File: src/rtl/uart_debug_loader.sv
// uart_debug_loader: UART program-image loader that writes instruction ROM and holds the CPU in reset while loading; UART_LOADER_CHECKSUM_EN adds a trailing checksum byte
module uart_debug_loader #(
  parameter int CLK_FREQ = 50000000,
  parameter int BAUD     = 115200,
  parameter int ADDR_W   = 12
) (
  input  logic              clk,
  input  logic              sys_rst_n,
  input  logic              uart_debug_pin,
  output logic              rom_we,
  output logic [ADDR_W-1:0] rom_addr,
  output logic [31:0]       rom_wdata,
  output logic              cpu_hold,
  output logic              load_done,
  output logic              load_err
);
  localparam int CPB = CLK_FREQ / BAUD;
  localparam int CW = $clog2(CPB);
  localparam logic [CW-1:0] FULL = CW'(CPB - 1);
  localparam logic [CW-1:0] HALF = CW'(CPB / 2 - 1);
  localparam logic [16:0] MAXW = 17'(2 ** ADDR_W);
  localparam logic [7:0] SYNC = 8'hA5;
  localparam logic [1:0] R_IDLE = 2'd0, R_START = 2'd1, R_DATA = 2'd2, R_STOP = 2'd3;
  localparam logic [2:0] IDLE = 3'd0, LEN0 = 3'd1, LEN1 = 3'd2, DATA = 3'd3, DONE = 3'd5, ERR = 3'd6;
`ifdef UART_LOADER_CHECKSUM_EN
  localparam logic [2:0] CSUM = 3'd4, POST = CSUM;
  logic [7:0] acc;
`else
  localparam logic [2:0] POST = DONE;
`endif
  logic [2:0]    sync;
  logic [1:0]    rx_st;
  logic [CW-1:0] cnt;
  logic [2:0]    nbit;
  logic [7:0]    rx_byte;
  logic          byte_valid, frame_err;
  logic [2:0]    st;
  logic [15:0]   len, len_new;
  logic [1:0]    lane;
  logic          last;

  assign len_new = {rx_byte, len[7:0]};
  assign last = 16'(rom_addr) == len - 16'd1;

  // UART receiver: synchronize, find start edge, sample mid-bit, flag good byte or bad stop bit
  always_ff @(posedge clk) begin
    if (!sys_rst_n) begin
      sync       <= 3'b111;
      rx_st      <= R_IDLE;
      cnt        <= '0;
      nbit       <= '0;
      rx_byte    <= '0;
      byte_valid <= 1'b0;
      frame_err  <= 1'b0;
    end else begin
      sync       <= {sync[1:0], uart_debug_pin};
      byte_valid <= 1'b0;
      frame_err  <= 1'b0;
      cnt        <= cnt + 1'b1;
      case (rx_st)
        R_IDLE: begin
          cnt <= '0;
          if (sync[2] && !sync[1]) rx_st <= R_START;
        end
        R_START: if (cnt == HALF) begin
          cnt   <= '0;
          nbit  <= '0;
          rx_st <= sync[1] ? R_IDLE : R_DATA;
        end
        R_DATA: if (cnt == FULL) begin
          cnt     <= '0;
          rx_byte <= {sync[1], rx_byte[7:1]};
          nbit    <= nbit + 1'b1;
          if (nbit == 3'd7) rx_st <= R_STOP;
        end
        default: if (cnt == FULL) begin
          rx_st      <= R_IDLE;
          byte_valid <= sync[1];
          frame_err  <= !sync[1];
        end
      endcase
    end
  end

  // Frame parser: sync/length/data/checksum sequencing, ROM writes and CPU hold control
  always_ff @(posedge clk) begin
    if (!sys_rst_n) begin
      st        <= IDLE;
      rom_we    <= 1'b0;
      rom_addr  <= '0;
      rom_wdata <= '0;
      cpu_hold  <= 1'b0;
      load_done <= 1'b0;
      load_err  <= 1'b0;
      len       <= '0;
      lane      <= '0;
`ifdef UART_LOADER_CHECKSUM_EN
      acc       <= '0;
`endif
    end else begin
      rom_we <= 1'b0;
      if (rom_we && st == DATA) rom_addr <= rom_addr + 1'b1;
      if (st == DONE) begin
        cpu_hold  <= 1'b0;
        load_done <= 1'b1;
        st        <= IDLE;
      end else if (st == IDLE || st == ERR) begin
        if (byte_valid && rx_byte == SYNC) begin
          st        <= LEN0;
          cpu_hold  <= 1'b1;
          load_done <= 1'b0;
          load_err  <= 1'b0;
          rom_addr  <= '0;
          lane      <= '0;
`ifdef UART_LOADER_CHECKSUM_EN
          acc       <= '0;
`endif
        end
      end else if (frame_err) begin
        st       <= ERR;
        load_err <= 1'b1;
      end else if (byte_valid) begin
        case (st)
          LEN0: begin
            len[7:0] <= rx_byte;
            st       <= LEN1;
          end
          LEN1: begin
            len[15:8] <= rx_byte;
            load_err  <= {1'b0, len_new} > MAXW;
            st        <= ({1'b0, len_new} > MAXW) ? ERR : (len_new == 16'd0) ? POST : DATA;
          end
          DATA: begin
            rom_wdata[{lane, 3'b000} +: 8] <= rx_byte;
            lane <= lane + 1'b1;
`ifdef UART_LOADER_CHECKSUM_EN
            acc  <= acc + rx_byte;
`endif
            if (lane == 2'd3) begin
              rom_we <= 1'b1;
              if (last) st <= POST;
            end
          end
`ifdef UART_LOADER_CHECKSUM_EN
          CSUM: begin
            load_err <= rx_byte != acc;
            st       <= (rx_byte == acc) ? DONE : ERR;
          end
`endif
          default: st <= IDLE;
        endcase
      end
    end
  end
endmodule

File: config.mk
export PLATFORM = sky130hd
export DESIGN_NAME = uart_debug_loader
export DESIGN_NICKNAME = d
export VERILOG_FILES = /design/src/rtl/uart_debug_loader.sv
export SDC_FILE = /design/constraint.sdc
export NUM_CORES = 1
export LEC_CHECK = 0
export CORE_MARGIN = 1
export CORE_UTILIZATION = 35
export DETAILED_ROUTE_END_ITERATION = 8
export DONT_BUFFER_PORTS = 1
export PLACE_DENSITY = 0.56
export SLEW_MARGIN = 10
export SYNTH_ARGS = -nofsm -noshare
export SYNTH_HDL_FRONTEND = slang
export SYNTH_SLANG_ARGS = --single-unit
export TNS_END_PERCENT = 10
File: constraint.sdc
create_clock -name clk -period 3.1 [get_ports clk]
set_input_delay 0.465 -clock clk [delete_from_list [all_inputs] [get_ports clk]]
set_output_delay 0.465 -clock clk [all_outputs]
set_load 0.005 [all_outputs]
**Yosys cells after proc, flatten, opt, wreduce, memory -nomap -nowiden**

Index checks and enable logic that the tools add are counted.

- Register bits: 96
- Input port bits: 3
- Output and inout port bits: 48
- Logic and storage cells: 124

- Add/sub/neg operators: 6
- $lt $le $gt $ge: 1
- Equality and inequality tests: 21
- Shifts and indexed selects: 2
- Multiplexer cells: 40
- Bitwise logic cells: 7
- Reductions and logical operators: 30

Operator list:

| operator | number |
|---|---|
| 12-bit two-way mux | 4 |
| 32-bit bitwise mux | 1 |
| 8-bit by 7-bit variable shift with 32-bit output (first input constant) | 1 |
| 8-bit by 7-bit indexed part select with 32-bit output | 1 |
| 3-bit two-way mux | 10 |
| 9-bit case mux with 3 select lines | 1 |
| 5-bit AND reduction | 5 |
| 2-bit two-way mux | 11 |
| 9-bit two-way mux | 2 |
| 12-bit by 16-bit equality test with 1-bit output | 1 |
| 16-bit by 13-bit greater-than comparator with 1-bit output (second input constant) | 1 |
| 16-bit zero test | 1 |
| 16-bit by 1-bit subtractor with 16-bit output (second input constant) | 1 |
| 12-bit by 1-bit adder with 12-bit output (second input constant) | 1 |
| 2-bit nonzero test | 5 |
| 9-bit by 1-bit adder with 9-bit output (second input constant) | 1 |
| 3-bit equality test (second input constant) | 3 |
| 9-bit by 8-bit equality test with 1-bit output (second input constant) | 1 |
| 9-bit equality test (second input constant) | 1 |
| 3-bit case mux with 3 select lines | 1 |
| 3-bit nonzero test | 3 |
| 8-bit equality test (second input constant) | 1 |
| 1-bit two-way mux | 8 |
| 2-bit != test (second input constant) | 4 |
| 24 further kinds | 38 |

**Longest topological paths before layout**

- Depth after elaboration: 8
- Mapped depth: 10
- Mapped depth without buffers: 9

**Least setup slack after synthesis**

OpenSTA, ideal clock, no wires.

- Path kind: reg2reg
- Start point: register len[3]
- End point: register st[2]
- Library setup time: 100 ps
- Arrival: 2468 ps
- Data required time: 3000 ps
- Path slack: 532 ps
- Cell stages (with the launch flop): 9
- Path buffers: 1
- Period minus slack after synthesis: 2568 ps
- Cell sequence: dfxtp_1 buf_6 or4_4 or4_1 a22o_1 nor4_2 o2111a_2 nor3_2 a2111oi_4

- Longest elaborated chain between the ends: 7
- Elaborated cells between the ends (all ways): 12
- Those cells by class: add/sub: 1; order compare: 1; eq/ne: 2; mux: 6; reduce/logical: 2

RTL lines:

| element | line | RTL |
|---|---|---|
| start, declared | 38 | `logic [15:0] len, len_new;` |
| start signal, assigned | 125 | `len[7:0] <= rx_byte;` |
| parallel branches: the longest is 7 deep, another holds 16-bit by 1-bit subtractor with 16-bit output | n/a |  |
| end signal, assigned | 131 | `st <= ({1'b0, len_new} > MAXW) ? ERR : (len_new == 16'd0) ? POST : DATA;` |
| end, declared | 37 | `logic [2:0] st;` |

Several ways; the timed one is not identified. The select of a mux whose other input is x is not followed.
A chain may end at the register's enable or synchronous reset.

**Final worst setup path**

- Start point: register len[2]
- End point: register st[2]

Same word-level chain as after synthesis.

==> flow_summary.json <==
{
  "hpwlAfterDp_um": 7686,
  "place_area_mm2": 0.004847,
  "grt_pass1_vias": 3625,
  "endpoint_kind": "flop",
  "cts_root_buffer": "clkbuf_16",
  "synth_top_area_cell": "dfxtp_1",
  "drtPass1Iterations": 4,
  "postRouteAntennaNets": 0,
  "crit_path_start_kind": "flop",
  "critPathArrivalTime_ns": 2.97,
  "die-width_um": 117.6,
  "syn-num-nets": 569,
  "nFillCells": 1311,
  "max_freq_ghz": 0.3698,
  "synth_top_family_by_area": "simple AND/OR/NAND/NOR gates",
  "synthXorXnorAreaFrac": 0.04496,
  "grt_pass1_wl_um": 18560,
  "worst_pin_slew_ns": 0.8837,
  "synth.distinct_cells": 60,
  "crit_type": "reg -> reg",
  "path_cells": "or4_4 -> or4_1 -> a22o_1 -> nor4_2 -> o2111a_2 -> nor3_2 -> a2111oi_4",
  "wirelength_um": 11240,
  "drive_above_1_share": 0.07692,
  "netlist_instances": 552,
  "synth_edf_count": 0,
  "insertion_delay_ns": 0.36,
  "die-area_mm2": 0.01383,
  "synth.area.mux_share": 0.05138,
  "power.total_w": 0.002393,
  "cts_setup_buffers": 0,
  "critPathMaxFanout": 8,
  "fin_nets": 558,
  "finalCriticalPeriod_ns": 2.704,
  "postSynthAreaPerCell_um2": 8.471,
  "hold_class": "in -> reg",
  "r2r_start": "len[2]",
  "wl_per_cell_um": 15.65,
  "num_vias": 3810,
  "finalSetupTns_ns": 0,
  "drc_errors": 0,
  "h-tree-depth": 3,
  "synth_compound_area_frac": 0.1375,
  "ys_seq_area_frac": 0.4110,
  "synth_adder_area_share": 0.03746,
  "die_h_um": 117.6,
  "setup_viol": 0,
  "async_reset_ff_frac": 0,
  "gp_congestion": 0.8409,
  "synth_flop_cell": "dfxtp_1",
  "rsz0062_at_grt": "no",
  "clkTransAtPathRegs_ns": 0.07,
  "p_leak_nw": 1.879,
  "critPathLaunch": "len[2]",
  "grt_usage": 0.1685,
  "cts_resized": 0,
  "ir_drop_mv": 0.2950,
  "drt_iter0_drc": 168,
  "outcome": "complete, no violations",
  "slew_headroom": 0.4096,
  "gr-total-overflow": 0,
  "slowest_delay_ns": 0.58,
  "synthSimpleGateAreaFrac": 0.2786,
  "antenna_cells": 0,
  "synth-seq-cells": 96,
  "initial_core_util": 0.3646,
  "port-buffer-count": 0,
  "slew_viol_final": 0,
  "antenna_found_initial": 0,
  "yosysWarnings": 0,
  "finalCritPeriodShare": 0.8723,
  "clkSinkCount": 96,
  "holdBufCountCts": 0,
  "hp-start": "sys_rst_n",
  "p_per_area_mw_per_mm2": 465.1,
  "slowest_stage": "or4_4",
  "mappedNetlistArea_mm2": 0.004676,
  "worstPathRequired_ns": 3.36,
  "yosysTopAreaCellShare": 0.4110,
  "cts_tree": "done",
  "cap_violations": 0,
  "io_pins": 51,
  "finalHoldViolCount": 0,
  "syn2layout_area_growth_pct": 10.03,
  "synth_top_cells_by_area": "dfxtp_1 41%, mux2i_1 5.1%, a21oi_1 5.0%",
  "grt_max_degree": 41,
  "finalClockSkew_ns": 0.009118,
  "clk_path_buf_depth": 2,
  "cts_buffers": 9,
  "rows": 41,
  "via_per_inst": 5.306,
  "final_cell_area_mm2": 0.005145,
  "coreArea_mm2": 0.01282
}
[cells in the mapped netlist (4+ instances only)]
cell	count
xnor2_1	7
xor2_1	17
nand2_1	62
nand2b_1	5
nor3_1	11
o21a_1	5
nand3b_1	4
nor4b_1	4
nor4_1	5
nor2b_1	24
nand4_1	9
or3_1	5
a21boi_0	5
a21oi_1	47
and2_1	9
o21ai_0	9
nor2_1	43
dfxtp_1	96
and3_1	9
mux2i_1	24
clkbuf_1	30
inv_1	10
nand3_1	39
ha_1	14
nor3b_1	8
[cells in the final DEF (no fill, tap or decap), types with 10 or more instances in the layout]
cell type	netlist	routed
a21oi_1	47	47
buf_4	0	13
dfxtp_1	96	96
ha_1	14	14
inv_1	10	10
mux2i_1	24	24
nand2_1	62	62
nand3_1	39	39
nor2_1	43	43
nor2b_1	24	24
nor3_1	11	11
xor2_1	17	17
[per-layer routing]
| layer | track usage | part of all wire | vias to the layer above |
|---|---|---|---|
| met5 | 0 | 0 | - |
| met2 | 0.2622 | 0.45 | 90 |
| li1 | - | - | 1922 |
| met4 | 0.07372 | 0.022 | 0 |
| met3 | 0.05329 | 0.067 | 17 |
| met1 | 0.2133 | 0.46 | 1781 |
[cell type report]
cell class	instances	area, um^2	area share
Clock buffer	10	229.0	0.04450
Clock inverter	6	68.82	0.01338
Inverter	11	41.29	0.008025
Multi-Input combinational cell	410	2571	0.4998
Sequential cell	96	1922	0.3735
Tap cell	172	215.2	0.04183
Timing Repair Buffer	13	97.59	0.01897
[state kept, by name, summed over array words and instances, names as in the netlist, 2 cells and up]
name	flops
lane	2
rom_wdata	32
rx_byte	8
len	16
sync	3
st	3
rom_addr	12
rx_st	2
cnt	9
nbit	3
[power breakdown]
group	switching (W)	internal, W
combinational	0.0000157	0.00000924
sequential	0.00000373	0.00124
clock	0.000499	0.000630
[stage by stage]
step | utilization | setup WS, ns | std cells | hold slack, ns
after global placement | 0.3780 | 0.4567 | 702 | 0.4042
after global routing | 0.4012 | 0.1823 | 718 | 0.1749
after CTS | 0.4012 | 0.3848 | 718 | 0.1723
final | 0.4012 | 0.3960 | 718 | 0.1843
after floorplan | - | 0.5324 | 552 | 0.3863
after detailed placement | 0.3780 | 0.4057 | 702 | 0.4017
[worst paths after layout]
| path | endpoint | slack, ns | depth (start not counted) |
|---|---|---|---|
| max | st[2] | 0.40 | 7 |
| min | sync[2] | 0.18 | 1 |
| max reg2reg | st[2] | 0.40 | 7 |
| min reg2reg | sync[1] | 0.43 | 1 |
[worst max-delay path: cells and delay by family, from the launching register on]
| family | cells | cell delay (ns) |
|---|---|---|
| AOI/OAI and AO/OA | 3 | 0.87 |
| and+or+nand+nor | 4 | 1.36 |
| DFF | 1 | 0.38 |
[logic make-up after synthesis]
| group | after synthesis |
|---|---|
| compound gates | 97 |
| xor+xnor | 24 |
| fa+ha+maj | 14 |
| buf+inv | 46 |
| flops | 96 |
| mux | 24 |
| simple gates | 251 |
Power figures use the tool's default switching activity.
